<file path="config.mk">
export PLATFORM = sky130hd
export DESIGN_NAME = stat_spill_recorder
export DESIGN_NICKNAME = d
export VERILOG_FILES = /design/src/rtl/stat_spill_recorder.sv
export SDC_FILE = /design/constraint.sdc
export NUM_CORES = 1
export LEC_CHECK = 0
export CORE_UTILIZATION = 49
export CTS_BUF_LIST = sky130_fd_sc_hd__clkbuf_2 sky130_fd_sc_hd__clkbuf_4 sky130_fd_sc_hd__clkbuf_8
export DETAILED_ROUTE_END_ITERATION = 6
export MAX_ROUTING_LAYER = met4
export PLACE_DENSITY = 0.67
export SETUP_SLACK_MARGIN = 0.3
export SYNTH_ARGS = -nofsm -noshare
export SYNTH_HDL_FRONTEND = slang
export SYNTH_SLANG_ARGS = --single-unit
</file>
<file path="constraint.sdc">
create_clock -name clk -period 3.9 [get_ports clk]
set_clock_uncertainty 0.2 [all_clocks]
set_input_delay 0.78 -clock clk [delete_from_list [all_inputs] [get_ports clk]]
set_output_delay 0.78 -clock clk [all_outputs]
set_load 0.01 [all_outputs]
</file>
<file path="src/rtl/stat_spill_recorder.sv">
// ---------------------------------------------------------------------------
// stat_spill_recorder
//
// Sits between the veto statistics counter and the slow-control register
// bank. Every time the live window closes (in_live 1->0) a record holding
// the spill ID, the veto count seen in that cycle, the live-window length
// and (optionally) a timestamp is pushed into a small record FIFO. The
// readout side drains records with a valid/ready handshake, so a slow
// readout never loses a spill unless the FIFO is completely full.
//
// Optional feature macro:
//   STAT_REC_TIMESTAMP_EN - when defined, a free-running 32-bit cycle
//                           counter is sampled into every record and shown
//                           on rd_ts. When undefined, no timestamp logic is
//                           built and rd_ts is tied to zero.
// ---------------------------------------------------------------------------
module stat_spill_recorder #(
    parameter int DEPTH = 8,
    parameter int ID_W  = 16
) (
    input  logic            clk,
    input  logic            rst_n,
    input  logic            in_live,
    input  logic [31:0]     in_veto_cnt,
    output logic            rd_valid,
    input  logic            rd_ready,
    output logic [ID_W-1:0] rd_spill_id,
    output logic [31:0]     rd_veto_cnt,
    output logic [31:0]     rd_live_len,
    output logic [31:0]     rd_ts,
    output logic [6:0]      fifo_level,
    output logic [15:0]     ovf_cnt
);

    localparam int AW = $clog2(DEPTH);
    localparam logic [AW-1:0] PTR_ONE   = AW'(1);
    localparam logic [6:0]    LEVEL_MAX = 7'(DEPTH);

    typedef enum logic {
        IDLE = 1'b0,
        LIVE = 1'b1
    } state_t;

    // Window tracking
    state_t          state_q;
    logic            pre_live_q;
    logic [31:0]     live_len_q;
    logic            rise;
    logic            fall;

    // Record bookkeeping
    logic [ID_W-1:0] spill_id_q;
    logic [ID_W-1:0] spill_id_d;
    logic [15:0]     ovf_cnt_q;
    logic [15:0]     ovf_cnt_d;

    // FIFO pointers and occupancy
    logic [AW-1:0]   wr_ptr_q;
    logic [AW-1:0]   wr_ptr_d;
    logic [AW-1:0]   rd_ptr_q;
    logic [AW-1:0]   rd_ptr_d;
    logic [6:0]      level_q;
    logic [6:0]      level_d;

    // Record storage, one array per field
    logic [ID_W-1:0] mem_id_q   [DEPTH];
    logic [31:0]     mem_veto_q [DEPTH];
    logic [31:0]     mem_len_q  [DEPTH];

    // Handshake and push/pop decisions
    logic            push;
    logic            pop;
    logic            full;
    logic            wr_en;
    logic            drop;

`ifdef STAT_REC_TIMESTAMP_EN
    logic [31:0]     ts_q;
    logic [31:0]     mem_ts_q [DEPTH];
`endif

    assign rise = in_live & ~pre_live_q;
    assign fall = ~in_live & pre_live_q;

    // Delayed copy of in_live for edge detection; cleared by reset so a
    // window that is already open at release is seen as a fresh start.
    always_ff @(posedge clk or negedge rst_n) begin
        if (!rst_n) begin
            pre_live_q <= 1'b0;
        end else begin
            pre_live_q <= in_live;
        end
    end

    // Window FSM: measures the live-window length, saturating at all-ones.
    always_ff @(posedge clk or negedge rst_n) begin
        if (!rst_n) begin
            state_q    <= IDLE;
            live_len_q <= 32'd0;
        end else begin
            case (state_q)
                IDLE: begin
                    if (rise) begin
                        state_q    <= LIVE;
                        live_len_q <= 32'd1;
                    end
                end
                LIVE: begin
                    if (fall) begin
                        state_q <= IDLE;
                    end else if (in_live && (live_len_q != 32'hFFFF_FFFF)) begin
                        live_len_q <= live_len_q + 32'd1;
                    end
                end
                default: begin
                    state_q <= IDLE;
                end
            endcase
        end
    end

    // Push/pop arbitration; a pop on a full FIFO frees the slot the push uses.
    always_comb begin
        push  = fall && (state_q == LIVE);
        pop   = rd_valid && rd_ready;
        full  = (level_q == LEVEL_MAX);
        wr_en = push && (!full || pop);
        drop  = push && full && !pop;
    end

    // Next-state values for pointers, occupancy, spill ID and drop counter.
    always_comb begin
        wr_ptr_d   = wr_ptr_q;
        rd_ptr_d   = rd_ptr_q;
        level_d    = level_q;
        spill_id_d = spill_id_q;
        ovf_cnt_d  = ovf_cnt_q;

        if (wr_en) begin
            wr_ptr_d = wr_ptr_q + PTR_ONE;
        end
        if (pop) begin
            rd_ptr_d = rd_ptr_q + PTR_ONE;
        end

        case ({wr_en, pop})
            2'b10:   level_d = level_q + 7'd1;
            2'b01:   level_d = level_q - 7'd1;
            default: level_d = level_q;
        endcase

        if (push) begin
            spill_id_d = spill_id_q + ID_W'(1);
        end
        if (drop && (ovf_cnt_q != 16'hFFFF)) begin
            ovf_cnt_d = ovf_cnt_q + 16'd1;
        end
    end

    // Control registers for the FIFO and the per-spill counters.
    always_ff @(posedge clk or negedge rst_n) begin
        if (!rst_n) begin
            wr_ptr_q   <= '0;
            rd_ptr_q   <= '0;
            level_q    <= 7'd0;
            spill_id_q <= '0;
            ovf_cnt_q  <= 16'd0;
        end else begin
            wr_ptr_q   <= wr_ptr_d;
            rd_ptr_q   <= rd_ptr_d;
            level_q    <= level_d;
            spill_id_q <= spill_id_d;
            ovf_cnt_q  <= ovf_cnt_d;
        end
    end

    // Record storage; cleared on reset so the head reads as zero when empty.
    always_ff @(posedge clk or negedge rst_n) begin
        if (!rst_n) begin
            for (int i = 0; i < DEPTH; i++) begin
                mem_id_q[i]   <= '0;
                mem_veto_q[i] <= 32'd0;
                mem_len_q[i]  <= 32'd0;
            end
        end else if (wr_en) begin
            mem_id_q[wr_ptr_q]   <= spill_id_q;
            mem_veto_q[wr_ptr_q] <= in_veto_cnt;
            mem_len_q[wr_ptr_q]  <= live_len_q;
        end
    end

`ifdef STAT_REC_TIMESTAMP_EN
    // Free-running cycle counter and its per-record snapshot storage.
    always_ff @(posedge clk or negedge rst_n) begin
        if (!rst_n) begin
            ts_q <= 32'd0;
            for (int i = 0; i < DEPTH; i++) begin
                mem_ts_q[i] <= 32'd0;
            end
        end else begin
            ts_q <= ts_q + 32'd1;
            if (wr_en) begin
                mem_ts_q[wr_ptr_q] <= ts_q;
            end
        end
    end

    assign rd_ts = mem_ts_q[rd_ptr_q];
`else
    assign rd_ts = 32'd0;
`endif

    assign rd_valid    = (level_q != 7'd0);
    assign rd_spill_id = mem_id_q[rd_ptr_q];
    assign rd_veto_cnt = mem_veto_q[rd_ptr_q];
    assign rd_live_len = mem_len_q[rd_ptr_q];
    assign fifo_level  = level_q;
    assign ovf_cnt     = ovf_cnt_q;

endmodule

</file>
# After elaboration in Yosys (flattened, before gate mapping)
# Cells that the tools add are included.
word_totals:
  reg_bits: 719
  in_bits: 36
  output_inout_bits: 136
  wordCells: 95
op_classes:
  n_addsub: 7
  n_lt_le_gt_ge: 3
  n_eq_ne: 8
  n_mux: 24
  n_bitwise: 7
  n_reduce_logical: 14
op_table:
  columns: ["cell", "count"]
  rows:
  - ["256-bit bitwise mux", 2]
  - ["32-bit 2-to-1 mux", 8]
  - ["32-bit binary-select mux with 3-bit select", 2]
  - ["128-bit bitwise mux", 1]
  - ["32-bit demux with 3-bit select", 1]
  - ["32-bit case mux with 2 select lines", 1]
  - ["16-bit binary-select mux with 3-bit select", 1]
  - ["16-bit demux with 3-bit select", 1]
  - ["16-bit 2-to-1 mux", 3]
  - ["16-bit by 1-bit adder with 16-bit output (second input constant)", 2]
  - ["32-bit by 1-bit adder with 32-bit output (second input constant)", 1]
  - ["32-bit inequality test (second input constant)", 1]
  - ["16-bit inequality test (second input constant)", 1]
  - ["7-bit case mux with 2 select lines", 1]
  - ["4-bit >= comparator (second input constant)", 2]
  - ["1-bit logical AND", 8]
  - ["3-bit inverter with 4-bit output", 2]
  - ["7-bit by 1-bit adder with 7-bit output (second input constant)", 1]
  - ["7-bit by 4-bit equality test with 1-bit output (second input constant)", 1]
  - ["7-bit nonzero test", 1]
  - ["7-bit by 1-bit subtractor with 7-bit output (second input constant)", 1]
  - ["3-bit by 1-bit adder with 3-bit output (second input constant)", 2]
  - ["4-bit by 1-bit less-than comparator with 1-bit output (second input constant)", 1]
  - ["2-bit inequality test (second input constant)", 2]
  - ["11 further kinds", 16]

# Logic depth before layout (Yosys ltp)
# Gate-level depths: netlist of run 1.
logic_depth:
  depth_word: 6
  ltp_mapped: 11
  ltp_nobuf: 11

# Least setup slack after synthesis of run 1
# Ideal clock, no wire load.
synth_path:
  path_kind: "input to register"
  startpoint: "input in_live"
  endpoint: "register level_q[5], in the netlist fifo_level[5]"
  setup_ps: 136
  arrival_time_ps: 2854
  t_required_ps: 3564
  slack_ps: 710
  path_stages: 10
  n_path_buf: 0
  path_cell_list: "nand3b_2 -> a31oi_4 -> inv_1 -> ha_1 -> ha_1 -> a21o_1 -> a21o_1 -> a21oi_1 -> nor4_1 -> or3b_2"
synth_via:
  elab_chain_cells: 6
  elab_cells_between_ends: 8
  classes_between: "eq/ne: 2; mux: 1; bitwise: 2; reduce/logical: 3"
synth_lines:
  columns: ["element", "line_no", "source"]
  rows:
  - ["start: declaration", "23", "input logic in_live,"]
  - ["1-bit inverter (*)", "83", "assign fall = ~in_live & pre_live_q;"]
  - ["1-bit bitwise AND (*)", "83", null]
  - ["1-bit logical AND (*)", "124", "push = fall && (state_q == LIVE);"]
  - ["1-bit logical AND (*)", "127", "wr_en = push && (!full || pop);"]
  - ["2-bit by 1-bit equality test with 1-bit output or 2-bit equality test (tied branches)", "146", "case ({wr_en, pop})"]
  - ["7-bit case mux with 2 select lines or 2-bit nonzero test (tied branches)", null, null]
  - ["end signal: assignment", "171", "level_q <= level_d;"]
  - ["end: declaration", "62", "logic [6:0] level_q;"]
# Every way passes the cells marked *; elsewhere a longest branch is shown, timed or not.
# A chain may end at the register's enable or synchronous reset.

# Worst setup path in the final report of run 1
layout_path:
  startpoint: "register rd_ptr_q[0]"
  endpoint: "output rd_live_len[16]"
layout_via:
  elab_chain_cells: 4
layout_lines:
  columns: ["element", "line_no", "source"]
  rows:
  - ["start: declaration", "60", "logic [AW-1:0] rd_ptr_q;"]
  - ["start signal: assignment", "170", "rd_ptr_q <= rd_ptr_d;"]
  - ["3-bit inverter with 4-bit output (implied by the code)", "216", "assign rd_live_len = mem_len_q[rd_ptr_q];"]
  - ["32-bit binary-select mux with 3-bit select", "216", null]
  - ["32-bit 2-to-1 mux (implied by the code) (2 in series)", "216", null]
  - ["end: declaration", "29", "output logic [31:0] rd_live_len,"]
# Every way passes these cells. The select of a mux whose other input is x is not followed.

==> impl_metrics.py, run 1 <==
metrics = {
    "cells_and_area": {
        "fin_nets": 2414,
        "nFillCells": 5048,
        "final_common_cell": "dfrtp_1",
        "final_cell_mix": "716 x dfrtp_1, 490 x mux2_2, 175 x mux2_1",
        "multiInputGateArea_sq_mm": 0.0142,
        "syn2layout_area_growth_pct": 18.9,
        "layout-drive-gt1-share": 0.467,
        "seq_area_sq_mm": 0.0180,
    },
    "critical_path": {
        "r2r-start": "fifo_level[2]",
        "slowest_delay_ps": 520,
        "crit_family": "buffers and inverters",
        "cp_cell_sequence": "buf_8, clkbuf_16, buf_16, buf_12, mux4_2, mux2_4, buf_6",
        "endpoint_kind": "output port",
        "critPathMaxFanout": 6,
        "r2r_cells": 12,
        "arrival_ps": 2680,
        "r2r_setup_slack_ps": 640,
        "cp-start-kind": "register",
        "required_ps": 2920,
        "cp_num_buf_inv": 5,
        "timing.rr.end": "fifo_level[6]",
        "crit_slowest_cell": "dfrtp_4",
        "path_class": "reg -> out",
    },
    "grt": {
        "grt_first_pass_wirelength_um": 119000,
        "grt_usage": 0.232,
        "grt_max_degree": 125,
        "antenna_found_initial": 1,
        "overflow": 0,
        "grt_pass1_vias": 20788,
    },
    "sta": {
        "timing.hold.ws_ps": 283,
        "fmax_mhz": 273,
        "slew_viol_final": 0,
        "max_slew_margin": 0.460,
        "layout_min_cycle_time_ps": 3660,
        "hold_viol": 0,
        "period_share": 0.938,
        "fin_setup_tns_ps": 0,
        "tightest_slew_ps": 804,
        "setup_viol_count_final": 0,
        "rsz0062_at_grt": "true",
    },
    "yosys": {
        "syn_inst": 2151,
        "synth_area_sq_mm": 0.0331,
        "synth_compound_area_frac": 0.0194,
        "yosysWarnings": 0,
        "yosys-mux-area-fraction": 0.354,
        "synth_seq_cells": 719,
        "synth_fa_ha_area_frac": 0.00476,
        "synthDistinctLibCells": 65,
        "ys_seq_area_frac": 0.543,
        "synth_top_family_by_area": "multiplexers",
        "yosysTopAreaCellShare": 0.543,
        "synth-simple-area-share": 0.0310,
        "yosys.area.top_type": "dfrtp_1",
        "yosys-top-cells-area": "dfrtp_1 54%, mux2_2 18%, mux4_2 11%",
        "synth-xor-area-share": 0.0100,
        "async_reset_ff_frac": 1.00,
        "avgSynthCellArea_sq_um": 15.4,
        "synthFlopType": "dfrtp_1",
        "synth_edf_count": 0,
    },
    "place": {
        "io_buffers": 139,
        "gp_congestion": 0.817,
        "place_hpwl_um": 42500,
    },
    "route": {
        "vias": 19121,
        "drtPass1Iterations": 7,
        "drcViolationCount": 0,
        "via_per_inst": 5.76,
        "drt_wl_total_um": 74500,
        "drt_first_iter_violations": 1029,
        "wl_per_cell_um": 22.4,
        "ant_nets": 0,
    },
    "clock_network": {
        "clock_sinks": 719,
        "clk_pin_slew_ps": 60,
        "ctsRootBufferMaster": "clkbuf_8",
        "htreeDepth": 3,
        "clockBufferDepth": 3,
        "clk_latency_ps": 740,
        "cts_tree": "built",
        "cts-buffers-inserted": 120,
    },
    "run": {
        "drv_cap": 0,
    },
    "floorplan": {
        "die-area_sq_mm": 0.0686,
        "core_sq_mm": 0.0663,
        "chipWidth_um": 262,
        "io_pins": 172,
        "rows": 94,
        "initial_core_util": 0.499,
        "fp.dieH_um": 262,
    },
    "hold_path": {
        "min-delay-start": "mem_len_q[161]",
        "hold_path.class": "reg -> reg",
        "holdPathEnd": "mem_len_q[161]",
        "whs_path_depth": 1,
    },
    "power_and_ir_drop": {
        "ir_drop_mv": 0.449,
        "leakage_nw": 18.8,
        "power_density_mw_per_mm2": 674,
    },
    "run_status": {
        "status": "complete, no violations",
    },
}
state kept, by name, summed over array words and instances (netlist names):
signal      flops
fifo_level      7
rd_ptr_q        3
pre_live_q      1
mem_len_q     256
spill_id_q     16
wr_ptr_q        3
mem_id_q      128
state_q         1
live_len_q     32
mem_veto_q    256
ovf_cnt        16
layer usage:
metal | up-vias | GRT usage | wire [um]
met4 | 0 | 0.0690 | 1480
met1 | 10246 | 0.312 | 33000
met2 | 412 | 0.362 | 36700
met3 | 110 | 0.0400 | 3310
li1 | 8353 | - | -
met5 | - | - | 0
worst max-delay path by stage:
stage                            from         endpoint  depth (start not counted)
final                     rd_ptr_q[0]  rd_live_len[16]                          7
after global routing      rd_ptr_q[0]  rd_live_len[16]                          7
after CTS                 rd_ptr_q[0]   rd_live_len[3]                          6
after detailed placement      in_live    fifo_level[6]                         12
after global placement        in_live    fifo_level[5]                         11
after floorplan               in_live    fifo_level[5]                         10
cells by family (layout without fill, tap and decap cells):
family | after synthesis | in the layout
simple gates | 182 | 182
compound gates | 93 | 93
fa+ha+maj | 12 | 12
flops | 719 | 719
other cells | 1 | 33
mux | 881 | 881
buf+inv | 225 | 499
xor+xnor | 38 | 38
power breakdown:
| part | leakage [nW] | switching, W | internal [W] |
|---|---|---|---|
| Clock | 1.36 | 0.00297 | 0.00396 |
| Combinational | 7.80 | 0.00371 | 0.00565 |
| Sequential | 9.63 | 0.00111 | 0.00914 |
| Total | 18.8 | 0.00779 | 0.0188 |
cell usage after synthesis (3+ instances only):
master / instances
dfrtp_1: 719
mux2_2: 543
mux2_1: 175
mux4_2: 160
clkbuf_1: 76
buf_2: 51
nand2_1: 46
buf_4: 43
nand3_1: 26
xnor2_1: 25
buf_6: 24
o21ai_0: 23
a31oi_1: 22
and3_1: 17
nor2_1: 17
inv_1: 16
buf_1: 14
nand4_1: 14
xor2_1: 13
ha_1: 11
nor3_1: 10
a21oi_1: 9
and4_1: 9
nor4_1: 8
a41oi_1: 6
a21o_1: 5
nand2b_1: 5
and2_1: 4
nor3b_1: 4
o31ai_1: 4
a211o_1: 3
mux2i_1: 3
nor2b_1: 3
o31a_1: 3
or3_1: 3
layout make-up:
type                            count  area share
Inverter                           16     0.00152
Clock buffer                      195      0.0615
Sequential cell                   719       0.457
Timing Repair Buffer              271      0.0874
Antenna cell                        1   0.0000635
Clock inverter                     17     0.00343
Tap cell                          864      0.0274
Multi-Input combinational cell   1238       0.362
per-stage QoR:
stage	power (W)	worst slack [ps]	std cells	area (sq um)	util
6_report	0.0265	242	3321	39400	0.594
5_1_grt	0.0279	155	3321	39400	0.594
4_1_cts	0.0264	113	3311	39100	0.589
3_5_place_dp	0.0180	63.9	3042	35500	0.535
3_3_place_gp	0.0177	85.1	3042	35500	0.535
2_1_floorplan	0.0151	710	2182	33200	-
what timing repair did:
action | in CTS | in global routing
gates resized for setup | 391 | 83
hold buffers | 1 | 0
setup endpoints to repair | 80 | 66
pin swaps | 0 | 0
buffers inserted | 43 | 6
gates cloned | 13 | 3
endpoints found under the hold margin | 39 | 0
(Power assumes the default switching activity.)
==> inputs of run 2 (changes only) <==
--- a/config.mk
+++ b/config.mk
@@ -5,6 +5,7 @@
 export SDC_FILE = /design/constraint.sdc
 export NUM_CORES = 1
 export LEC_CHECK = 0
+export CAP_MARGIN = 25
 export CORE_UTILIZATION = 49
 export CTS_BUF_LIST = sky130_fd_sc_hd__clkbuf_2 sky130_fd_sc_hd__clkbuf_4 sky130_fd_sc_hd__clkbuf_8
 export DETAILED_ROUTE_END_ITERATION = 6
==> results of run 2 <==
No change in the layout: final DEF, timing and power equal those of run 1.
==> inputs of run 3 (changes only) <==
--- a/config.mk
+++ b/config.mk
@@ -6,11 +6,11 @@
 export NUM_CORES = 1
 export LEC_CHECK = 0
 export CAP_MARGIN = 25
-export CORE_UTILIZATION = 49
+export CORE_UTILIZATION = 55
 export CTS_BUF_LIST = sky130_fd_sc_hd__clkbuf_2 sky130_fd_sc_hd__clkbuf_4 sky130_fd_sc_hd__clkbuf_8
 export DETAILED_ROUTE_END_ITERATION = 6
 export MAX_ROUTING_LAYER = met4
-export PLACE_DENSITY = 0.67
+export PLACE_DENSITY = 0.74
 export SETUP_SLACK_MARGIN = 0.3
 export SYNTH_ARGS = -nofsm -noshare
 export SYNTH_HDL_FRONTEND = slang
==> run 3 against run 2 <==
  * Register-to-register slack got worse by 30 ps
  * Non-clock buffer count grew 22
  * Worst setup slack worse by 120 ps
  * Flip-flop and latch count unchanged
  * Worst hold slack worse by 0.56 ps
  * Clock-buffer cell count rose by 1
  * Wire length fell by 0.60%
  * Critical path depth up 1
  * Core utilization increased by 7.6 points
  * Critical path type unchanged
  * Highest routed layer unchanged
==> impl_metrics.py, run 3 (synthesized netlist as in run 1, its figures left out) <==
metrics = {
    "run_status": {
        "status": "complete, no violations",
    },
    "route": {
        "drtPass1Iterations": 7,
        "drt_first_iter_violations": 1274,
        "drcViolationCount": 0,
        "ant_nets": 0,
        "vias": 19396,
        "via_per_inst": 5.97,
        "drt_wl_total_um": 74100,
        "wl_per_cell_um": 22.8,
    },
    "clock_network": {
        "clk_latency_ps": 730,
        "cts_tree": "built",
        "ctsRootBufferMaster": "clkbuf_8",
        "clockBufferDepth": 3,
        "clock_sinks": 719,
        "htreeDepth": 3,
        "clk_pin_slew_ps": 60,
        "cts-buffers-inserted": 117,
    },
    "critical_path": {
        "arrival_ps": 2800,
        "cp-start-kind": "register",
        "path_class": "reg -> out",
        "critPathMaxFanout": 8,
        "required_ps": 2920,
        "endpoint_kind": "output port",
    },
    "floorplan": {
        "chipWidth_um": 247,
        "initial_core_util": 0.559,
        "die-area_sq_mm": 0.0612,
        "rows": 89,
        "core_sq_mm": 0.0592,
        "io_pins": 172,
        "fp.dieH_um": 247,
    },
    "place": {
        "io_buffers": 139,
        "place_hpwl_um": 42400,
        "dp_cells": 2952,
        "gp_congestion": 0.849,
    },
    "sta": {
        "layout_min_cycle_time_ps": 3780,
        "fin_setup_tns_ps": 0,
        "tightest_slew_ps": 724,
        "slew_viol_final": 0,
        "max_slew_margin": 0.517,
        "setup_viol_count_final": 0,
        "rsz0062_at_grt": "true",
        "fmax_mhz": 265,
        "period_share": 0.969,
        "hold_viol": 0,
    },
    "grt": {
        "antenna_found_initial": 2,
        "grt_pass1_vias": 21046,
        "grt_usage": 0.260,
        "overflow": 0,
        "grt_max_degree": 134,
        "grt_first_pass_wirelength_um": 119000,
    },
    "cells_and_area": {
        "final_cell_mix": "716 x dfrtp_1, 479 x mux2_2, 175 x mux2_1",
        "fin_nets": 2433,
        "reg_top3": "mem_len_q: 256 flops, mem_veto_q: 256 flops, mem_id_q: 128 flops",
        "nFillCells": 4068,
        "syn2layout_area_growth_pct": 19.7,
        "instances_no_fill": 3251,
        "fin_util": 0.669,
        "layout-drive-gt1-share": 0.469,
        "final_common_cell": "dfrtp_1",
    },
    "power_and_ir_drop": {
        "ir_drop_mv": 0.434,
        "power_density_mw_per_mm2": 677,
        "p_total_w": 0.0269,
        "leakage_nw": 18.9,
    },
    "hold_path": {
        "hold_path.class": "reg -> reg",
    },
    "run": {
        "drv_cap": 0,
    },
}
-- run 3: final cells by class --
type                       instances  area [sq um]  area share
sequential                       719         18000       0.454
multi-input combinational       1238         14300       0.360
timing repair buffer             293          3830      0.0966
inverter                          16          60.1     0.00151
clock buffer                     196          2400      0.0606
antenna                            2          5.00    0.000126
tap                              773           967      0.0244
clock inverter                    14          97.6     0.00246
-- run 3: path summary, 6_finish.rpt --
path,from,end,slack (ps),cells past startpoint
worst max-delay path,rd_ptr_q[0],rd_spill_id[4],120,8
worst min-delay path,mem_len_q[16],mem_len_q[16],280,1
worst max register to register,fifo_level[2],fifo_level[6],610,11
worst min register to register,mem_len_q[16],mem_len_q[16],280,1
max in group asynchronous,rst_n,rd_ptr_q[0],1970,3
min in group asynchronous,rst_n,mem_len_q[79],370,2
-- run 3: what timing repair did --
action                     4_1_cts  5_1_grt
hold endpoints to repair        39        0
resized for setup              417       48
hold buffers                     1        0
cloned                          10        2
setup buffers                   59       15
setup endpoints to repair       80       77
-- run 3: metrics by stage --
stage,worst slack (ps),area [sq um],hold slack (ps)
detailed placement,-8.60,35400,275
floorplan,710,33200,245
finish,122,39700,282
global placement,38.5,35400,263
global route,56.1,39700,301
CTS,65.0,39300,288
-- run 3: worst max-delay path, stage by stage, from the launching register on --
cell     delay (ps)
dfrtp_4         490
buf_12          160
buf_12          150
buf_16          140
buf_12          140
buf_6           120
mux4_2          420
mux2_4          290
buf_6           140
-- run 3: power breakdown --
| part | switching (W) | internal, W |
|---|---|---|
| combinational | 0.00381 | 0.00598 |
| clock | 0.00298 | 0.00386 |
| sequential | 0.00108 | 0.00914 |
| total | 0.00787 | 0.0190 |
-- run 3: layer usage --
layer	vias to the layer above	wire (um)	track usage
li1	8402	-	-
met5	-	0	-
met2	417	36800	0.408
met3	118	3280	0.0387
met1	10459	32600	0.354
met4	0	1360	0.0760
